--- src/rtl/uart_alu_pkg.sv ---
// Shared types and constants for the UART <-> ALU command sequencer.
package uart_alu_pkg;

  localparam int NB_DATA_DEF = 8;
  localparam int NB_OP_DEF   = 6;

  typedef enum logic [2:0] {
    ST_WAIT_A  = 3'd0,
    ST_WAIT_B  = 3'd1,
    ST_WAIT_OP = 3'd2,
    ST_EXEC    = 3'd3,
    ST_SEND    = 3'd4,
    ST_WAIT_TX = 3'd5
  } state_e;

  localparam logic [5:0] OP_ADD = 6'h20;
  localparam logic [5:0] OP_SUB = 6'h22;
  localparam logic [5:0] OP_AND = 6'h24;
  localparam logic [5:0] OP_OR  = 6'h25;
  localparam logic [5:0] OP_XOR = 6'h26;
  localparam logic [5:0] OP_SRA = 6'h03;
  localparam logic [5:0] OP_SRL = 6'h02;
  localparam logic [5:0] OP_NOR = 6'h27;

  // States in which an incoming byte cannot be accepted.
  function automatic logic is_busy(input state_e s);
    return (s == ST_EXEC) || (s == ST_SEND) || (s == ST_WAIT_TX);
  endfunction

endpackage

--- src/rtl/uart_alu_ctrl_rx_timeout_cnt.sv ---
// Inter-byte idle counter; o_terminal flags the last cycle a command may stay incomplete.
module rx_timeout_cnt #(
  parameter int TIMEOUT_CYCLES = 1000000,
  parameter int NB_TMO         = 20
) (
  input  logic i_clk,
  input  logic i_reset,
  input  logic i_clear,
  input  logic i_enable,
  output logic o_terminal
);

  localparam logic [NB_TMO-1:0] LAST = NB_TMO'(TIMEOUT_CYCLES - 1);

  logic [NB_TMO-1:0] cnt_q, cnt_d;

  always_comb begin
    cnt_d = cnt_q;
    if (i_clear)       cnt_d = '0;
    else if (i_enable) cnt_d = cnt_q + 1'b1;
  end

  always_ff @(posedge i_clk or posedge i_reset) begin
    if (i_reset) cnt_q <= '0;
    else         cnt_q <= cnt_d;
  end

  assign o_terminal = (cnt_q == LAST);

endmodule

--- src/rtl/uart_alu_ctrl.sv ---
// Collects A, B, opcode bytes from the UART, drives the ALU, and sends back one result byte.
module uart_alu_ctrl
  import uart_alu_pkg::*;
#(
  parameter int NB_DATA        = NB_DATA_DEF,
  parameter int NB_OP          = NB_OP_DEF,
  parameter int TIMEOUT_CYCLES = 1000000,
  parameter int NB_TMO         = 20
) (
  input  logic               i_clk,
  input  logic               i_reset,
  input  logic [NB_DATA-1:0] i_rx_data,
  input  logic               i_rx_done_tick,
  input  logic               i_tx_done_tick,
  input  logic [NB_DATA-1:0] i_alu_result,
  output logic [NB_DATA-1:0] o_alu_a,
  output logic [NB_DATA-1:0] o_alu_b,
  output logic [NB_OP-1:0]   o_alu_op,
  output logic [NB_DATA-1:0] o_tx_data,
  output logic               o_tx_start,
  output logic               o_busy,
  output logic               o_timeout,
  output logic               o_overrun
);

  state_e             state_q, state_d;
  logic [NB_DATA-1:0] stage_a_q, stage_a_d, stage_b_q, stage_b_d;
  logic [NB_DATA-1:0] alu_a_q, alu_a_d, alu_b_q, alu_b_d, tx_data_q, tx_data_d;
  logic [NB_OP-1:0]   alu_op_q, alu_op_d;
  logic               tx_start_q, tx_start_d, timeout_q, timeout_d, overrun_q, overrun_d;
  logic               waiting, tmo_terminal;

  // The idle counter only runs between bytes of a partially received command.
  assign waiting = (state_q == ST_WAIT_B) || (state_q == ST_WAIT_OP);

  rx_timeout_cnt #(
    .TIMEOUT_CYCLES(TIMEOUT_CYCLES),
    .NB_TMO        (NB_TMO)
  ) u_tmo (
    .i_clk     (i_clk),
    .i_reset   (i_reset),
    .i_clear   (!waiting || i_rx_done_tick || tmo_terminal),
    .i_enable  (waiting),
    .o_terminal(tmo_terminal)
  );

  always_comb begin
    // NOTE: every _d gets a default first so no path through the case leaves it unassigned (no latches).
    state_d    = state_q;
    stage_a_d  = stage_a_q;
    stage_b_d  = stage_b_q;
    alu_a_d    = alu_a_q;
    alu_b_d    = alu_b_q;
    alu_op_d   = alu_op_q;
    tx_data_d  = tx_data_q;
    tx_start_d = 1'b0;
    timeout_d  = 1'b0;
    overrun_d  = i_rx_done_tick && is_busy(state_q);

    case (state_q)
      ST_WAIT_A: if (i_rx_done_tick) begin
        stage_a_d = i_rx_data;
        state_d   = ST_WAIT_B;
      end
      ST_WAIT_B: if (i_rx_done_tick) begin
        stage_b_d = i_rx_data;
        state_d   = ST_WAIT_OP;
      end else if (tmo_terminal) begin
        timeout_d = 1'b1;
        state_d   = ST_WAIT_A;
      end
      // Operands and opcode change together so the ALU never sees a mixed command.
      ST_WAIT_OP: if (i_rx_done_tick) begin
        alu_a_d  = stage_a_q;
        alu_b_d  = stage_b_q;
        alu_op_d = i_rx_data[NB_OP-1:0];
        state_d  = ST_EXEC;
      end else if (tmo_terminal) begin
        timeout_d = 1'b1;
        state_d   = ST_WAIT_A;
      end
      ST_EXEC: begin
        tx_data_d  = i_alu_result;
        tx_start_d = 1'b1;
        state_d    = ST_SEND;
      end
      ST_SEND:    state_d = ST_WAIT_TX;
      ST_WAIT_TX: if (i_tx_done_tick) state_d = ST_WAIT_A;
      default:    state_d = ST_WAIT_A;
    endcase
  end

  always_ff @(posedge i_clk or posedge i_reset) begin
    if (i_reset) begin
      state_q    <= ST_WAIT_A;
      stage_a_q  <= '0;
      stage_b_q  <= '0;
      alu_a_q    <= '0;
      alu_b_q    <= '0;
      alu_op_q   <= '0;
      tx_data_q  <= '0;
      tx_start_q <= 1'b0;
      timeout_q  <= 1'b0;
      overrun_q  <= 1'b0;
    end else begin
      // NOTE: non-blocking assignments so every flop samples the pre-edge values.
      state_q    <= state_d;
      stage_a_q  <= stage_a_d;
      stage_b_q  <= stage_b_d;
      alu_a_q    <= alu_a_d;
      alu_b_q    <= alu_b_d;
      alu_op_q   <= alu_op_d;
      tx_data_q  <= tx_data_d;
      tx_start_q <= tx_start_d;
      timeout_q  <= timeout_d;
      overrun_q  <= overrun_d;
    end
  end

  assign o_alu_a    = alu_a_q;
  assign o_alu_b    = alu_b_q;
  assign o_alu_op   = alu_op_q;
  assign o_tx_data  = tx_data_q;
  assign o_tx_start = tx_start_q;
  assign o_busy     = is_busy(state_q);
  assign o_timeout  = timeout_q;
  assign o_overrun  = overrun_q;

endmodule

--- config.mk ---
export PLATFORM = sky130hd
export DESIGN_NAME = uart_alu_ctrl
export DESIGN_NICKNAME = d
export VERILOG_FILES = /design/src/rtl/uart_alu_pkg.sv /design/src/rtl/uart_alu_ctrl_rx_timeout_cnt.sv /design/src/rtl/uart_alu_ctrl.sv
export SDC_FILE = /design/constraint.sdc
export NUM_CORES = 1
export LEC_CHECK = 0
export CORE_AREA = 2 2 94 78
export DETAILED_ROUTE_END_ITERATION = 6
export DIE_AREA = 0 0 96 80
export PLACE_DENSITY = 0.71
export SLEW_MARGIN = 10
export SYNTH_ARGS = -nofsm -noshare
export SYNTH_HDL_FRONTEND = slang
export SYNTH_SLANG_ARGS = --single-unit
--- constraint.sdc ---
create_clock -name i_clk -period 3.2 [get_ports i_clk]
set_input_delay 0.64 -clock i_clk [delete_from_list [all_inputs] [get_ports i_clk]]
set_output_delay 0.64 -clock i_clk [all_outputs]
set_load 0.05 [all_outputs]
# Yosys cells after proc, flatten, opt, wreduce, memory -nomap -nowiden
# Index checks and enable logic that the tools add are counted.
word_totals:
  input_bits: 20
  reg_bits: 72
classes:
  n_addsub: 1
  mux: 12
  eq_ne: 8
  reduce_logical: 14
op_table:
  columns: ["op", "count"]
  rows:
  - ["2-to-1 mux 20 bit", 2]
  - ["adder 20 x 1 -> 20 bit (second input constant)", 1]
  - ["== test 20 bit (second input constant)", 1]
  - ["one-hot mux 3 bit (6 select lines)", 1]
  - ["2-to-1 mux 3 bit", 5]
  - ["AND reduction 2 bit", 4]
  - ["== test 3 x 2 -> 1 bit (second input constant)", 2]
  - ["== test 3 bit (second input constant)", 2]
  - ["logical OR 1 bit", 5]
  - ["2-to-1 mux 1 bit", 4]
  - ["inequality test 2 bit (second input constant)", 2]
  - ["== test 3 x 1 -> 1 bit (second input constant)", 1]
  - ["zero test 3 bit", 1]
  - ["nonzero test 2 bit", 1]
  - ["OR reduction 2 bit", 1]
  - ["logical AND 1 bit", 1]
  - ["zero test 1 bit", 1]

# Depth between registers and ports, before layout
logic_depth:
  word_depth: 6
  ltp_mapped: 6

# Modules after synthesis
# Synthesis repeated with hierarchy kept, for this count alone.
unflattened:
  cells_unflattened: 243
  area_unflattened_um2: 3096.7
modules_own_cells:
  columns: ["mod", "instances", "cells_per_inst", "seq_area_each_um2", "area_each_um2"]
  rows:
  - ["uart_alu_ctrl", 1, 130, 1301.2, 2040.7]
  - ["rx_timeout_cnt", 1, 113, 500.5, 1056.0]

# Least setup slack after synthesis
# No wires, ideal clock.
synth_timing:
  path_type: "flip-flop to output port"
  from: "register state_q[1]"
  to: "output o_busy"
  stages_incl_launch_ff: 3
  required_ns: 2.560
  t_arrival_ns: 1.636
  slack_ns: 0.924
  n_path_buf: 1
  path_cell_list: "dfrtp_1 -> clkbuf_1 -> o21ai_0"
synth_between:
  elab_chain_cells: 3
synth_rtl:
  columns: ["item", "line", "rtl"]
  rows:
  - ["start: declaration", "uart_alu_ctrl.sv:26", "state_e state_q, state_d;"]
  - ["start signal: assignment", "uart_alu_ctrl.sv:107", "state_q <= state_d;"]
  - ["== test 3 x 2 -> 1 bit / == test 3 bit (equally long branches)", "uart_alu_pkg.sv:27", "return (s == ST_EXEC) || (s == ST_SEND) || (s == ST_WAIT_TX);"]
  - ["logical OR 1 bit", "uart_alu_pkg.sv:27", null]
  - ["logical OR 1 bit (*)", "uart_alu_pkg.sv:27", null]
  - ["end: declaration", "uart_alu_ctrl.sv:21", "output logic o_busy,"]
# Mark *: on every way between the ends. The rest lies on a longest branch, timed or not.

# Worst setup path in the final report
layout_timing:
  from: "register state_q[2]"
  to: "output o_busy"
# Same word-level chain as after synthesis.

==> impl_metrics.toml <==
[drt]
antenna_left = 0
vias = 1900
drc = 0
vias_per_cell = 4.948
drt_iter0_drc = 36
routedWlPerCell_um = 13.46
first_pass_iters = 3
routed_wl_mm = 5.167

[logic_synthesis]
ys_seq_area_frac = 0.6073
synth_edf_count = 0
synth-async-reset-ratio = 1.000
synth_cells = 233
synthTopCellsByArea = "dfrtp_1, mux2_2, xnor2_1, nor2_1, or4_1"
synth_nets = 254
ys_types = 32
yosys_most_used_dff = "dfrtp_1"
syn-cell-area_um2 = 2967
netlist.area_leader.share = 0.6073
syn_avg_cell_area_um2 = 12.73
synth_top_area_cell = "dfrtp_1"
yosys_warnings = 0
synth_seq_cells = 72

[critical_path]
r2r_end = "u_tmo.cnt_q[18]$_DFFE_PP0P_"
cp_max_fo = 5
critPathRequiredTime_ns = 2.56
startpoint_type = "register"
ff2ff_path_depth = 5
rr_startpoint = "u_tmo.cnt_q[0]$_DFFE_PP0P_"
crit_slowest_cell = "clkdlybuf4s50_1"
crit_arrival_ns = 1.92
crit_buf_inv = 2
path_cells = "inv_1 -> nand3_1 -> o21ai_0 -> clkdlybuf4s50_1"
reg2reg_setup_slack_ns = 1.04
cpPeakStageDelay_ns = 0.84
critical-path-top-delay-family = "buffers and inverters"
crit_type = "reg2out"
end_kind = "output pin"

[floorplanning]
start_util = 0.4413
ios = 54
die_w_um = 96
fp.coreArea_um2 = 6723
die_h_um = 80
die_area_um2 = 7680
rows = 27

[clocking]
cts_buffers = 9
postCtsHoldBufs = 0
cts_root_buf = "clkbuf_8"
clkLatencyLatePin_ns = 0.34
ctsResizeCount = 0
clock-sinks = 72
clk_path_buf_depth = 2
h-tree-depth = 3
tritoncts = "built"
clkTransAtPathRegs_ns = 0.08
postCtsSetupRepairBufs = 0

[timing]
finalHoldViolCount = 0
timing.fmax_mhz = 390.3
rsz0062_at_grt = "no"
skew_ns = 0.01005
slew_headroom = 0.5828
tightest_slew_ns = 0.6224
finalCriticalPeriod_ns = 2.562
drv_slew = 0
fin_crit_sh = 0.8006
worst_hold_slack_ns = 0.5030
setup_viol = 0
fin_ws_ns = 0.6380
setup_tns_ns = 0

[flow_run]
cap_violations = 0

[pwr]
total_leakage_power_nw = 1.570
power.density_nw_per_um2 = 1049
ir_drop_mv = 0.3692

[cells_and_area]
n_fill_cell = 565
antenna_cells = 0
final_nets = 313
area_growth_pct = 30.03
final_cells = 384
final_cell_mix = "dfrtp_1, clkdlybuf4s50_1, mux2_2"
final_common_cell = "dfrtp_1"
layout-drive-gt1-share = 0.2391
fin_area_um2 = 3857

[grt]
grt_pass1_vias = 1889
antenna_found_initial = 0
grt_max_degree = 52
grt-ovfl-total = 0
grt_usage = 0.1486
grt_pass1_wl_mm = 8.652

[place]
place_inst = 368
portBuffers = 53
post_dp_cell_area_um2 = 3613
gp_congestion = 0.7413
pre_cts_slack_ns = 0.7904
dp_hpwl_mm = 3.587

[worst_hold_path]
min_path_cells = 1
hold_class = "reg2reg"
hp-start = "stage_b_q[5]$_DFFE_PP0P_"
whs_endpoint = "o_alu_b[5]$_DFFE_PP0P_"

[outcome]
outcome = "complete, no violations"
==> power breakdown <==
part	switching [mW]	internal (mW)	leakage [nW]
registers	0.187	1.24	0.907
logic	1.05	0.706	0.543
clock network	0.339	0.523	0.121
==> worst max-delay path by stage <==
stage / start / end / slack (ns) / depth (start not counted)
global route: state_q[1]$_DFFE_PP0P_ / o_busy / 0.56 / 3
floorplan: i_reset / o_alu_a[0]$_DFFE_PP0P_ / 0.74 / 1
finish: state_q[2]$_DFFE_PP0P_ / o_busy / 0.64 / 4
CTS: state_q[2]$_DFFE_PP0P_ / o_busy / 0.61 / 4
detailed placement: i_rx_done_tick / stage_a_q[1]$_DFFE_PP0P_ / 0.79 / 4
global placement: i_rx_done_tick / stage_a_q[2]$_DFFE_PP0P_ / 0.85 / 4
==> cell type report <==
type	instances	area, um^2	area share
sequential	72	1802	0.4671
multi-input combinational	142	1089	0.2822
timing repair buffer	58	580.6	0.1505
clock buffer	10	127.6	0.03308
clock inverter	6	116.4	0.03017
tap	87	108.9	0.02822
inverter	9	33.78	0.008758
==> through the flow <==
stage                     total power, mW    util
final                               4.047  0.5738
after detailed placement            3.223  0.5375
after global routing                4.254  0.5738
after global placement              3.186  0.5375
after floorplan                     2.641       -
after CTS                           4.097  0.5738
==> flip-flops by register name (all words and copies together) (netlist names) <==
register,count
o_alu_a,8
o_alu_b,8
o_alu_op,6
o_overrun,1
o_timeout,1
o_tx_data,8
o_tx_start,1
stage_a_q,8
stage_b_q,8
state_q,3
u_tmo.cnt_q,20
==> synth_stat cells, types with 2 or more instances <==
master and number:
dfrtp_1 72, nand2_1 8, mux2_2 46, nand2b_1 3
xnor2_1 8, buf_2 4, nor3_1 4, nand3_1 7
buf_1 2, clkbuf_1 4, xor2_1 3, or4_1 7
o21ai_0 8, a21oi_1 8, or3_1 6, inv_1 9
o31ai_1 3, or2_2 2, nor2_1 16
==> metal layers <==
metal  vias to the layer above  global-route usage  share of wire
li1                        928                   -              -
met1                       925              0.1920           0.50
met2                        41              0.2271           0.43
met3                         6             0.05949          0.055
met4                         0             0.05000          0.012
met5                         -                   0              0
==> cell families after synthesis <==
logic type / after synthesis / share of synthesized area
adder cells (fa/ha/maj): 1 / 0.004217
AND/OR/NAND/NOR: 61 / 0.1109
flip-flops: 72 / 0.6073
XOR/XNOR: 11 / 0.03248
multiplexers: 46 / 0.1746
buffers and inverters: 19 / 0.02573
AO/OA/AOI/OAI: 23 / 0.04471
(Power assumes the default switching activity.)
